File: config.mk
export PLATFORM = sky130hd
export DESIGN_NAME = rvc_fifo
export DESIGN_NICKNAME = d
export VERILOG_FILES = /design/src/rtl/rvc_pkg.sv /design/src/rtl/rvc_ram.sv /design/src/rtl/rvc_fifo.sv
export SDC_FILE = /design/constraint.sdc
export NUM_CORES = 1
export LEC_CHECK = 0
export ABC_AREA = 1
export BUFFER_PORTS_ARGS = -buffer_cell sky130_fd_sc_hd__buf_2
export CELL_PAD_IN_SITES_DETAIL_PLACEMENT = 1
export CELL_PAD_IN_SITES_GLOBAL_PLACEMENT = 1
export CORE_UTILIZATION = 40
export CTS_CLUSTER_DIAMETER = 80
export CTS_CLUSTER_SIZE = 30
export DETAILED_ROUTE_END_ITERATION = 12
export GPL_TIMING_DRIVEN = 0
export MAX_ROUTING_LAYER = met4
export PLACE_DENSITY = 0.79
export SLEW_MARGIN = 20
export SYNTH_ARGS = -nofsm -noshare
export SYNTH_HDL_FRONTEND = slang
export SYNTH_SLANG_ARGS = --single-unit
File: constraint.sdc
create_clock -name clk -period 1.6 [get_ports clk]
set_clock_uncertainty 0.05 [all_clocks]
set_input_delay 0.08 -clock clk [delete_from_list [all_inputs] [get_ports clk]]
set_output_delay 0.08 -clock clk [all_outputs]
set_load 0.05 [all_outputs]
File: src/rtl/rvc_pkg.sv
// Shared rvc helpers: width math used by every rvc block that exposes an occupancy count.
package rvc_pkg;

  function automatic int clog2(input int n);
    int r;
    int v;
    r = 0;
    v = 1;
    while (v < n) begin
      v = v << 1;
      r++;
    end
    return r;
  endfunction

  // A count must represent 0..depth inclusive, hence depth+1 codes.
  function automatic int cnt_w(input int depth);
    return clog2(depth + 1);
  endfunction

endpackage

File: src/rtl/rvc_ram.sv
// FIFO storage: DEPTH x WIDTH, one synchronous write port, one asynchronous read port.
module rvc_ram #(
  parameter int WIDTH = 8,
  parameter int DEPTH = 4,
  parameter int AW    = 2
) (
  input  logic             clk,
  input  logic             we,
  input  logic [AW-1:0]    waddr,
  input  logic [WIDTH-1:0] wdata,
  input  logic [AW-1:0]    raddr,
  output logic [WIDTH-1:0] rdata
);

  logic [WIDTH-1:0] mem [DEPTH];

  // Contents are deliberately left unreset; validity is tracked by the controller.
  always_ff @(posedge clk) begin
    if (we) mem[waddr] <= wdata;
  end

  assign rdata = mem[raddr];

endmodule

File: src/rtl/rvc_fifo.sv
// First-word fall-through FIFO with a registered in_ready and an occupancy counter.
module rvc_fifo
  import rvc_pkg::*;
#(
  parameter  int WIDTH    = 8,
  parameter  int DEPTH    = 4,
  parameter  int AF_LEVEL = DEPTH - 1,
  localparam int CW       = cnt_w(DEPTH)
) (
  input  logic             clk,
  input  logic             rst,
  input  logic             flush,
  input  logic             in_valid,
  output logic             in_ready,
  input  logic [WIDTH-1:0] in_data,
  output logic             out_valid,
  input  logic             out_ready,
  output logic [WIDTH-1:0] out_data,
  output logic [CW-1:0]    count,
  output logic             almost_full
);

  localparam int AW = clog2(DEPTH);

  logic [AW-1:0] wr_ptr, rd_ptr;
  logic [CW-1:0] count_q, count_d;
  logic          rdy_q;
  logic          push, pop;

  assign push = in_valid & rdy_q;
  assign pop  = out_valid & out_ready;

  always_comb begin
    count_d = count_q;
    if (flush) begin
      count_d = '0;
    end else begin
      case ({push, pop})
        2'b10:   count_d = count_q + CW'(1);
        2'b01:   count_d = count_q - CW'(1);
        default: count_d = count_q;
      endcase
    end
  end

  // in_ready looks at the post-edge count, so a pop while full frees the slot
  // only for the following edge.
  always_ff @(posedge clk or posedge rst) begin
    if (rst) begin
      wr_ptr  <= '0;
      rd_ptr  <= '0;
      count_q <= '0;
      rdy_q   <= 1'b1;
    end else begin
      count_q <= count_d;
      rdy_q   <= (count_d < CW'(DEPTH));
      if (flush) begin
        wr_ptr <= '0;
        rd_ptr <= '0;
      end else begin
        if (push) wr_ptr <= wr_ptr + AW'(1);
        if (pop)  rd_ptr <= rd_ptr + AW'(1);
      end
    end
  end

  rvc_ram #(
    .WIDTH (WIDTH),
    .DEPTH (DEPTH),
    .AW    (AW)
  ) u_ram (
    .clk   (clk),
    .we    (push & ~flush),
    .waddr (wr_ptr),
    .wdata (in_data),
    .raddr (rd_ptr),
    .rdata (out_data)
  );

  assign in_ready    = rdy_q;
  assign out_valid   = (count_q != '0);
  assign count       = count_q;
  assign almost_full = (count_q >= CW'(AF_LEVEL));

endmodule

### Word level (Yosys, flattened, before mapping)

Memory sizes are Yosys's and may differ from the RTL's.
Cells that the tools add are included.

* register bits: 8
* bits in writable memories: 32
* output and inout bits: 14
* memories kept: 1

Memory list
* u_ram.mem: depth 4, bits a word 8, rd ports 1, clocked after memory_dff 0, wr ports 1, RTL line rvc_ram.sv:15 `logic [WIDTH-1:0] mem [DEPTH];`

* $add $sub $neg: 4
* $lt $le $gt $ge: 2
* equal/unequal tests: 2
* multiplexer cells: 8
* bitwise gates (word level): 4
* reductions and logical operators: 3

Operator list (number)
* two-way mux 2 bit: 4
* one-hot mux 3 bit (2 select lines): 1
* adder 2 x 1 -> 2 bit (second input constant): 2
* nonzero test 2 bit: 2
* adder 3 x 1 -> 3 bit (second input constant): 1
* bitwise AND 1 bit: 3
* >= comparator 3 x 2 -> 1 bit (second input constant): 1
* less-than comparator 3 bit (second input constant): 1
* two-way mux 3 bit: 1
* nonzero test 3 bit: 1
* subtractor 3 x 1 -> 3 bit (second input constant): 1
* equality test 2 x 1 -> 1 bit (second input constant): 1
* equality test 2 bit (second input constant): 1
* two-way mux 1 bit: 2
* inverter 1 bit: 1

### Logic depth before layout (Yosys ltp)

Gate-level depths: netlist of run 1.

* depth in word-level cells: 6
* depth in mapped cells: 14
* depth with buffers taken out: 14

### Modules after synthesis

A second synthesis of run 1 with hierarchy kept.

* cells, all modules: 194
* area, all modules: 1880.6 um^2

By module, submodules not included
* rvc_ram: times used 1, cells each 133, area each 1387.6 um^2, sequential area each 960.9 um^2
* rvc_fifo: times used 1, cells each 61, area each 493.0 um^2, sequential area each 201.4 um^2

### Worst setup path before layout of run 1

OpenSTA, ideal clock, no wires.

* kind: flip-flop to flip-flop
* from: reg count_q[0] (netlist: count[0])
* to: reg count_q[2] (netlist: count[2])
* library setup time: 0.115 ns
* arrival: 2.201 ns
* required time: 1.435 ns
* setup slack: -0.765 ns
* stages on the path, launching flop included: 14
* path buffers: 0
* period minus slack after synthesis: 2.365 ns
* path through: dfrtp_1 -> inv_1 -> nand3_2 -> nand2_2 -> clkinv_2 -> ha_1 -> xor2_1 -> ha_1 -> inv_1 -> nand2_1 -> nand3_1 -> nand3_1 -> nand2_1 -> inv_1

* longest elaborated chain between the ends: 5

Ends and longest elaborated chain
* start: declaration: RTL line rvc_fifo.sv:26 `logic [CW-1:0] count_q, count_d;`
* start signal: assignment: RTL line rvc_fifo.sv:55 `count_q <= count_d;`
* nonzero test 3 bit (*): RTL line rvc_fifo.sv:81 `assign out_valid = (count_q != '0);`
* via out_valid: RTL line rvc_fifo.sv:16 `output logic out_valid,`
* bitwise AND 1 bit (*): RTL line rvc_fifo.sv:31 `assign pop = out_valid & out_ready;`
* equality test 2 x 1 -> 1 bit / equality test 2 bit (equally long branches): RTL line rvc_fifo.sv:38 `case ({push, pop})`
* one-hot mux 3 bit (2 select lines) (*): RTL line rvc_fifo.sv:38
* two-way mux 3 bit (*): RTL line rvc_fifo.sv:35 `if (flush) begin`
* via count_d[2]: RTL line rvc_fifo.sv:26

The timed path passes the listed nets; every way through them passes the cells marked *.
A chain may end at the register's enable or synchronous reset.

### Worst setup path after layout of run 1

* from: reg count_q[0] (netlist: count[0])
* to: reg count_q[2] (netlist: count[2])

* longest elaborated chain between the ends: 5

Ends and longest elaborated chain (RTL line)
* nonzero test 3 bit: rvc_fifo.sv:81
* bitwise AND 1 bit: rvc_fifo.sv:31
* equality test 2 x 1 -> 1 bit / equality test 2 bit (equally long branches): rvc_fifo.sv:38
* one-hot mux 3 bit (2 select lines) (*): rvc_fifo.sv:38
* two-way mux 3 bit (*): rvc_fifo.sv:35
* via count_d[2]: rvc_fifo.sv:26

Marked as above.

==> results of run 1 <==
==> final timing paths <==
kind	startpoint	to	depth (start not counted)
min in group asynchronous	rst	count[1]$_DFFE_PP0P_	3
max	count[0]$_DFFE_PP0P_	count[2]$_DFF_PP0_	14
max in group asynchronous	rst	in_ready$_DFF_PP1_	3
max reg2reg	count[0]$_DFFE_PP0P_	count[2]$_DFF_PP0_	14
min	flush	count[1]$_DFFE_PP0P_	4
min reg2reg	wr_ptr[1]$_DFFE_PP0P_	wr_ptr[1]$_DFFE_PP0P_	2
==> sequential cells by signal, summed over array words and instances (netlist names) <==
name	cells
in_ready	1
u_ram.mem	32
wr_ptr	2
count	3
rd_ptr	2
==> critical path, stage by stage (launching register included) <==
cell,delay [ns]
dfrtp_2,0.42
inv_2,0.09
nand3_4,0.09
nand2_4,0.08
clkinv_4,0.06
ha_4,0.18
xor2_4,0.15
ha_4,0.15
inv_2,0.04
nand2_4,0.06
inv_2,0.04
nand2_2,0.05
nand3_2,0.07
nand2_2,0.08
inv_2,0.03
==> through the flow <==
step           power [mW]  setup slack [ns]  instances  hold WS [ns]  instance area (µm²)
2_1_floorplan        2.67            -0.394        152        -0.155                 1900
3_3_place_gp         2.99            -0.172        228      -0.00131                 2100
3_5_place_dp         3.09            -0.254        228        0.0103                 2100
4_1_cts              4.38            -0.141        262        0.0615                 2570
5_1_grt              5.03            -0.223        266         0.124                 2820
6_report             4.84            -0.161        266         0.112                 2820
==> power breakdown <==
part           switching, mW  leakage (nW)  internal, mW
registers             0.0905         0.389          1.24
clock network          0.384        0.0479         0.304
logic                   1.69         0.669          1.13
total                   2.16          1.11          2.68
==> layout by cell type (no fill, tap or decap), types with 4 or more instances in the layout <==
cell type / count
buf_4: 14
buf_6: 10
o21ai_2: 5
edfxtp_1: 32
clkbuf_8: 5
nor2_4: 14
nor2_2: 8
inv_1: 11
o22ai_2: 8
o21ai_1: 9
o21ai_0: 5
buf_12: 6
dfrtp_2: 4
inv_2: 5
dlygate4sd3_1: 9
ha_1: 5
nand2_1: 8
buf_2: 18
==> layer usage <==
layer / up-vias / share of wire, % / track usage, %
met3: 18 / 4.5 / 7.40
met2: 45 / 53 / 48.2
li1: 644 / - / -
met5: - / 0 / -
met4: 0 / 2.7 / 10.4
met1: 708 / 39 / 31.0
==> final cells by class <==
type	count	share of cell area (%)
buffer	3	1.69
clock inverter	3	0.666
clock buffer	5	2.44
tap	50	2.22
timing repair buffer	57	19.2
inverter	21	3.77
multi-input combinational	87	28.6
sequential	40	41.4
==> cell families (layout without fill, tap and decap cells) <==
family                   after synthesis  count (layout)  share of synthesized area, %
buffers and inverters                 25              89                          7.69
adder cells (fa/ha/maj)                8               8                          5.64
flip-flops                            40              40                          65.5
AO/OA/AOI/OAI                         31              31                          9.52
AND/OR/NAND/NOR                       46              46                          10.6
XOR/XNOR                               2               2                         0.987
==> repair_timing <==
action | 4_1_cts | 5_1_grt
buffers inserted | 15 | 5
pin swaps | 13 | 13
hold endpoints to repair | 40 | 0
cloned | 2 | 0
endpoints found under the setup margin | 12 | 30
resized for setup | 45 | 47
hold buffers | 9 | 0
==> run_results.csv, run 1 <==
group,metric,value,unit
clocking,htreeDepth,2,
placed_design,hpwlAfterDp,2910,µm
global_route,grt_overflow,0,
sta,rsz0062_at_grt,"true",
sta,setup_viol,12,
final_layout,multi_input_area,806,µm²
final_layout,drive_gt1_share,58.3,%
drt,drtIter0Drc,181,
drt,viasPerCell,5.32,
clocking,clock_latency,0.31,ns
sta,slew-limit-headroom,76.5,%
logic_synthesis,yosysTopAreaCellShare,54.2,%
drt,post_drt_wl_per_cell,22.3,µm
power,peakVddDrop,0.000742,V
logic_synthesis,synth-edff-count,32,
drt,wirelength,5920,µm
run_status,status,"finished, violations left",
setup_path,required,1.76,ns
die,floorplan.io_pins,27,
logic_synthesis,yosysMostFrequentCell,"edfxtp_1",
die,start_util,43.1,%
run_status,violations,"setup timing",
clocking,cts_root_buf,"clkbuf_8",
drt,dr.pass1.iters,4,
logic_synthesis,yosys-top-cells-area,"edfxtp_1 (54%), dfrtp_1 (9.9%), ha_1 (5.6%)",
placed_design,place_congestion,0.735,
logic_synthesis,synth_cells,152,
die,die_height,68.6,µm
logic_synthesis,yosysWarnings,0,
final_layout,diodes,0,
logic_synthesis,synthArstFlopShare,20.0,%
sta,finalSetupTns,-0.703,ns
die,rows,23,
drt,drc,0,
placed_design,port_buffers,26,
logic_synthesis,yosysSeqAreaShare,65.5,%
sta,final.setup.worst_slack,-0.161,ns
final_layout,nets,236,
setup_path,rrSetupSlack,-0.16,ns
global_route,grt_max_degree,14,
drt,postRouteAntennaNets,0,
sta,post-route-period-util,110,%
global_route,grt_usage,28.0,%
sta,slew_viol_final,0,
clocking,clk_pin_slew_worst_paths,0.09,ns
clocking,clock-sinks,40,
logic_synthesis,synth_area,1770,µm²
logic_synthesis,postSynthAreaPerCell,11.7,µm²
power,leakage,1.11,nW
setup_path,endpoint_kind,"flip-flop",
clocking,cts_buffers,5,
clocking,cts_buffer_depth,2,
drt,vias,1415,
setup_path,critical_path_class,"flip-flop to flip-flop",
run,maxCapViolCount,0,
sta,period_needed,1.76,ns
global_route,antenna_found_initial,0,
logic_synthesis,synth_cell_types,22,
sta,final_hold_viol_count,0,
logic_synthesis,yosys.area.top_type,"edfxtp_1",
logic_synthesis,synth_common_cells,"edfxtp_1 (32), nor2_1 (25), inv_1 (16), o21ai_0 (16), nand2_1 (13)",
final_layout,syn_to_final_growth,58.8,%
die,die_area,4710,µm²
clocking,cts_tree,"built",
power,powerDensity,1720,nW/µm²
setup_path,worst_setup_path_start_kind,"flip-flop",
final_layout,n_fill_cell,391,
final_layout,ff_latch_area,1170,µm²
setup_path,critPathMaxFanout,2,
sta,worstMarginPinSlew,0.353,ns
logic_synthesis,synthesis.nets,173,
global_route,grt_pass1_wl,8380,µm
die,die_w,68.6,µm
die,core_area,4120,µm²
logic_synthesis,ys_ff_latch,40,
hold_path,hold_path_class,"input pin to flip-flop",
setup_path,critPathArrivalTime,1.92,ns
final_layout,fin_util,68.5,%
logic_synthesis,synth_ff_type,"edfxtp_1",
sta,fmax,568,MHz
global_route,grt_pass1_vias,1554,
No activity file was read; power rests on OpenSTA's default activity.
==> run 2, diff against run 1 <==
--- a/config.mk
+++ b/config.mk
@@ -6,16 +6,16 @@
 export NUM_CORES = 1
 export LEC_CHECK = 0
 export ABC_AREA = 1
-export BUFFER_PORTS_ARGS = -buffer_cell sky130_fd_sc_hd__buf_2
 export CELL_PAD_IN_SITES_DETAIL_PLACEMENT = 1
 export CELL_PAD_IN_SITES_GLOBAL_PLACEMENT = 1
-export CORE_UTILIZATION = 40
+export CORE_UTILIZATION = 44
 export CTS_CLUSTER_DIAMETER = 80
 export CTS_CLUSTER_SIZE = 30
 export DETAILED_ROUTE_END_ITERATION = 12
+export DONT_BUFFER_PORTS = 1
 export GPL_TIMING_DRIVEN = 0
 export MAX_ROUTING_LAYER = met4
-export PLACE_DENSITY = 0.79
+export PLACE_DENSITY = 0.78
 export SLEW_MARGIN = 20
 export SYNTH_ARGS = -nofsm -noshare
 export SYNTH_HDL_FRONTEND = slang
==> run 2 against run 1 <==
- the flow now stops in global routing
- synthesized area stayed put
- synthesized cell count unchanged
==> run_results.csv, run 2 <==
group,metric,value,unit
run_status,status,"did not finish",
run_status,stop_stage,"global routing",
run_status,tool.error,"[ERROR DPL-0033] detailed placement checks failed during check placement.",
logic_synthesis,yosysMostFrequentCell,"edfxtp_1",
logic_synthesis,synth_common_cells,"edfxtp_1 (32), nor2_1 (25), inv_1 (16), o21ai_0 (16), nand2_1 (13)",
placed_design,hpwlAfterDp,3040,µm
sta,crit_endpoint,"count[2]$_DFF_PP0_/D",
placed_design,dpl_cell_area,1960,µm²
sta,worstEpCategory,"sequential cell input",
clocking,cts_root_buf,"clkbuf_8",
die,rows,22,
clocking,cts_buffer_depth,2,
logic_synthesis,yosys-top-cells-area,"edfxtp_1 (54%), dfrtp_1 (9.9%), ha_1 (5.6%)",
placed_design,dp_slack,-0.600,ns
logic_synthesis,synth-edff-count,32,
logic_synthesis,yosysSeqAreaShare,65.5,%
logic_synthesis,synth_area,1770,µm²
logic_synthesis,yosysTopAreaCellShare,54.2,%
placed_design,place_congestion,0.716,
die,die_height,65.5,µm
global_route,grt_max_degree,15,
die,die_w,65.5,µm
logic_synthesis,synth_ff_type,"edfxtp_1",
global_route,antenna_found_initial,0,
logic_synthesis,synthArstFlopShare,20.0,%
logic_synthesis,ys_ff_latch,40,
clocking,cts_buffers,5,
logic_synthesis,postSynthAreaPerCell,11.7,µm²
logic_synthesis,synth_cell_types,22,
clocking,clock-sinks,40,
die,floorplan.io_pins,27,
logic_synthesis,yosys.area.top_type,"edfxtp_1",
logic_synthesis,yosysWarnings,0,
logic_synthesis,synth_cells,152,
clocking,htreeDepth,2,
placed_design,port_buffers,0,
logic_synthesis,synthesis.nets,173,
die,start_util,47.0,%
-- run 2: cell counts after synthesis --
No cell type changed its count.
-- run 2: what timing repair did --
| item | in CTS |
|---|---|
| pin swaps | 17 |
| hold buffers | 11 |
| gates resized for setup | 57 |
| hold endpoints to repair | 48 |
| gates cloned | 3 |
| setup endpoints to repair | 45 |
| buffers inserted | 19 |
-- run 2: kinds of logic after synthesis --
kind of cell,after synthesis,share of synthesized area (%)
DFF,40,65.5
adders and majority gates,8,5.64
AOI/OAI and AO/OA,31,9.52
xor gates and xnor gates,2,0.987
and+or+nand+nor,46,10.6
buffers and inverters,25,7.69
-- run 2: through the flow --
stage | std cells | setup TNS [ns] | hold WS, ns
floorplan | 152 | -1.46 | -0.155
global placement | 200 | -6.02 | -0.110
detailed placement | 200 | -6.70 | -0.108
CTS | 241 | -3.03 | -0.130
==> run 3, diff against run 2 <==
==> config.mk (replaced) <==
export PLATFORM = sky130hd
export DESIGN_NAME = rvc_fifo
export DESIGN_NICKNAME = d
export VERILOG_FILES = /design/src/rtl/rvc_pkg.sv /design/src/rtl/rvc_ram.sv /design/src/rtl/rvc_fifo.sv
export SDC_FILE = /design/constraint.sdc
export NUM_CORES = 1
export LEC_CHECK = 0
export ABC_AREA = 1
export CORE_UTILIZATION = 30
export DETAILED_ROUTE_END_ITERATION = 12
export DONT_BUFFER_PORTS = 1
export GPL_TIMING_DRIVEN = 0
export PLACE_DENSITY_LB_ADDON = 0.15
export SLEW_MARGIN = 20
export SYNTH_ARGS = -nofsm -noshare
export SYNTH_HDL_FRONTEND = slang
export SYNTH_SLANG_ARGS = --single-unit
==> constraint.sdc (replaced) <==
create_clock -name clk -period 2.1 [get_ports clk]
set_clock_uncertainty 0.05 [all_clocks]
set_input_delay 0.105 -clock clk [delete_from_list [all_inputs] [get_ports clk]]
set_output_delay 0.105 -clock clk [all_outputs]
set_load 0.05 [all_outputs]
==> run 3 against run 2 <==
- the run now ends clean
==> run_results.csv, run 3 (synthesized netlist as in run 1, its figures left out) <==
group,metric,value,unit
setup_path,reg2reg_to,"count[2]$_DFF_PP0_",
sta,slew_viol_final,0,
setup_path,worst_setup_path_start_kind,"flip-flop",
setup_path,r2r_cells,13,
power,leakage,0.857,nW
die,die_height,78.9,µm
sta,finalSetupTns,0,ns
run,maxCapViolCount,0,
drt,post_drt_wl_per_cell,15.3,µm
clocking,clock-sinks,40,
global_route,grt_max_degree,13,
placed_design,port_buffers,0,
drt,drtIter0Drc,95,
sta,fmax,483,MHz
final_layout,drive_gt1_share,27.1,%
sta,rsz0062_at_grt,"true",
hold_path,worstHoldStart,"out_ready",
clocking,cts_root_buf,"clkbuf_8",
drt,vias,1162,
drt,wirelength,3820,µm
power,p_sw_share,45.0,%
sta,worstMarginPinSlew,0.944,ns
sta,post-route-period-util,98.5,%
final_layout,regMostFlops,"u_ram.mem",
placed_design,hpwlAfterDp,2360,µm
final_layout,largest_reg_flops,32,
power,switchingPower,1.24,mW
die,floorplan.io_pins,27,
power,power_frac_seq,39.5,%
final_layout,n_fill_cell,536,
sta,holdWs,0.0985,ns
clocking,clk_pin_slew_worst_paths,0.08,ns
drt,postRouteAntennaNets,0,
power,peakVddDrop,0.000456,V
power,clockPowerShare,17.4,%
clocking,clock_latency,0.29,ns
die,die_area,6230,µm²
hold_path,hold_path_class,"input pin to flip-flop",
setup_path,regToRegStartpoint,"count[1]$_DFFE_PP0P_",
final_layout,nets,198,
setup_path,endpoint_kind,"flip-flop",
placed_design,dpl_cell_area,1880,µm²
final_layout,ff_latch_area,1170,µm²
power,power.internal,1.52,mW
final_layout,multi_input_area,596,µm²
global_route,grt_usage,13.5,%
final_layout,syn_to_final_growth,27.3,%
setup_path,critical_path_class,"flip-flop to flip-flop",
final_layout,diodes,0,
clocking,cts_buffer_depth,2,
power,power_frac_comb,43.1,%
final_layout,final_cell_mix,"edfxtp_1 (32), nor2_1 (21), o21ai_0 (15), inv_1 (13), dlygate4sd3_1 (13)",
die,die_w,78.9,µm
setup_path,rrSetupSlack,0.03,ns
drt,viasPerCell,4.67,
drt,dr.pass1.iters,6,
die,start_util,31.6,%
final_layout,fin_util,40.3,%
hold_path,whs_path_depth,4,
die,core_area,5610,µm²
clocking,cts_buffers,5,
run_status,status,"completed",
setup_path,critPathArrivalTime,2.21,ns
sta,final_hold_viol_count,0,
sta,setup_viol,0,
global_route,grt_overflow,0,
clocking,cts_tree,"built",
setup_path,required,2.24,ns
placed_design,place_congestion,0.805,
setup_path,critPathMaxFanout,4,
drt,drc,0,
power,powerDensity,1220,nW/µm²
clocking,htreeDepth,2,
hold_path,worstHoldEndpoint,"rd_ptr[1]$_DFFE_PP0P_",
final_layout,final_common_cell,"edfxtp_1",
die,rows,27,
sta,period_needed,2.07,ns
final_layout,final_cell_area,2260,µm²
global_route,grt_pass1_vias,1207,
global_route,grt_pass1_wl,5990,µm
global_route,antenna_found_initial,0,
sta,slew-limit-headroom,36.7,%
## run 3: timing repair
item,CTS,global route
pin swaps,4,4
endpoints found under the hold margin,48,0
setup endpoints to repair,41,11
setup buffers,4,1
gates resized for setup,21,7
hold buffers,13,0
## run 3: cell type report
| cell class | count | area share [%] |
|---|---|---|
| plain buffers | 4 | 2.16 |
| clock buffers | 5 | 3.05 |
| clock inverters | 2 | 0.554 |
| inverters | 21 | 4.27 |
| multi-input cells | 87 | 26.4 |
| flip-flops and latches | 40 | 51.6 |
| well taps | 72 | 3.99 |
| repair buffers | 18 | 7.98 |
## run 3: layer usage
layer	vias up	GRT usage [%]	share of wire (%)
li1	563	-	-
met1	574	15.7	43
met2	19	23.1	52
met3	6	4.48	3.7
met4	0	4.91	1.4
met5	-	0	0
## run 3: critical path, cell delays in order, from the launching register on
cell and delay [ns]:
dfrtp_2 0.55, inv_2 0.13, nand3_4 0.19, nand2_4 0.15
clkinv_4 0.06, ha_4 0.16, xor2_2 0.14, ha_2 0.19
inv_2 0.05, nand2_2 0.05, nand3_1 0.07, nand3_1 0.08
nand2_2 0.08, inv_1 0.04
## run 3: worst max path at each step
stage                               startpoint  slack [ns]                   endpoint  cells past startpoint
final                     count[1]$_DFFE_PP0P_        0.03         count[2]$_DFF_PP0_                     13
after detailed placement    in_ready$_DFF_PP1_       -0.26  u_ram.mem[3][2]$_DFFE_PP_                      4
after floorplan           count[0]$_DFFE_PP0P_        0.02         count[2]$_DFF_PP0_                     13
after global routing      count[1]$_DFFE_PP0P_       -0.08         count[2]$_DFF_PP0_                     14
after CTS                 count[1]$_DFFE_PP0P_       -0.03         count[2]$_DFF_PP0_                     14
after global placement      in_ready$_DFF_PP1_       -0.20  u_ram.mem[0][2]$_DFFE_PP_                      4
## run 3: power groups by stage
stage               Combinational [mW]  Clock [mW]  Sequential (mW)
floorplan                        0.840           0             1.09
global placement                 0.969           0             1.10
detailed placement               0.996           0             1.10
CTS                               1.15       0.499             1.09
global route                      1.28       0.530             1.10
finish                            1.19       0.480             1.09
## run 3: metrics by stage
| stage | worst slack [ns] | power (mW) | cells |
|---|---|---|---|
| after floorplan | 0.0186 | 1.93 | 152 |
| after global placement | -0.196 | 2.07 | 224 |
| final | 0.0316 | 2.76 | 249 |
| after detailed placement | -0.261 | 2.10 | 224 |
| after global routing | -0.0768 | 2.91 | 249 |
| after CTS | -0.0300 | 2.74 | 248 |
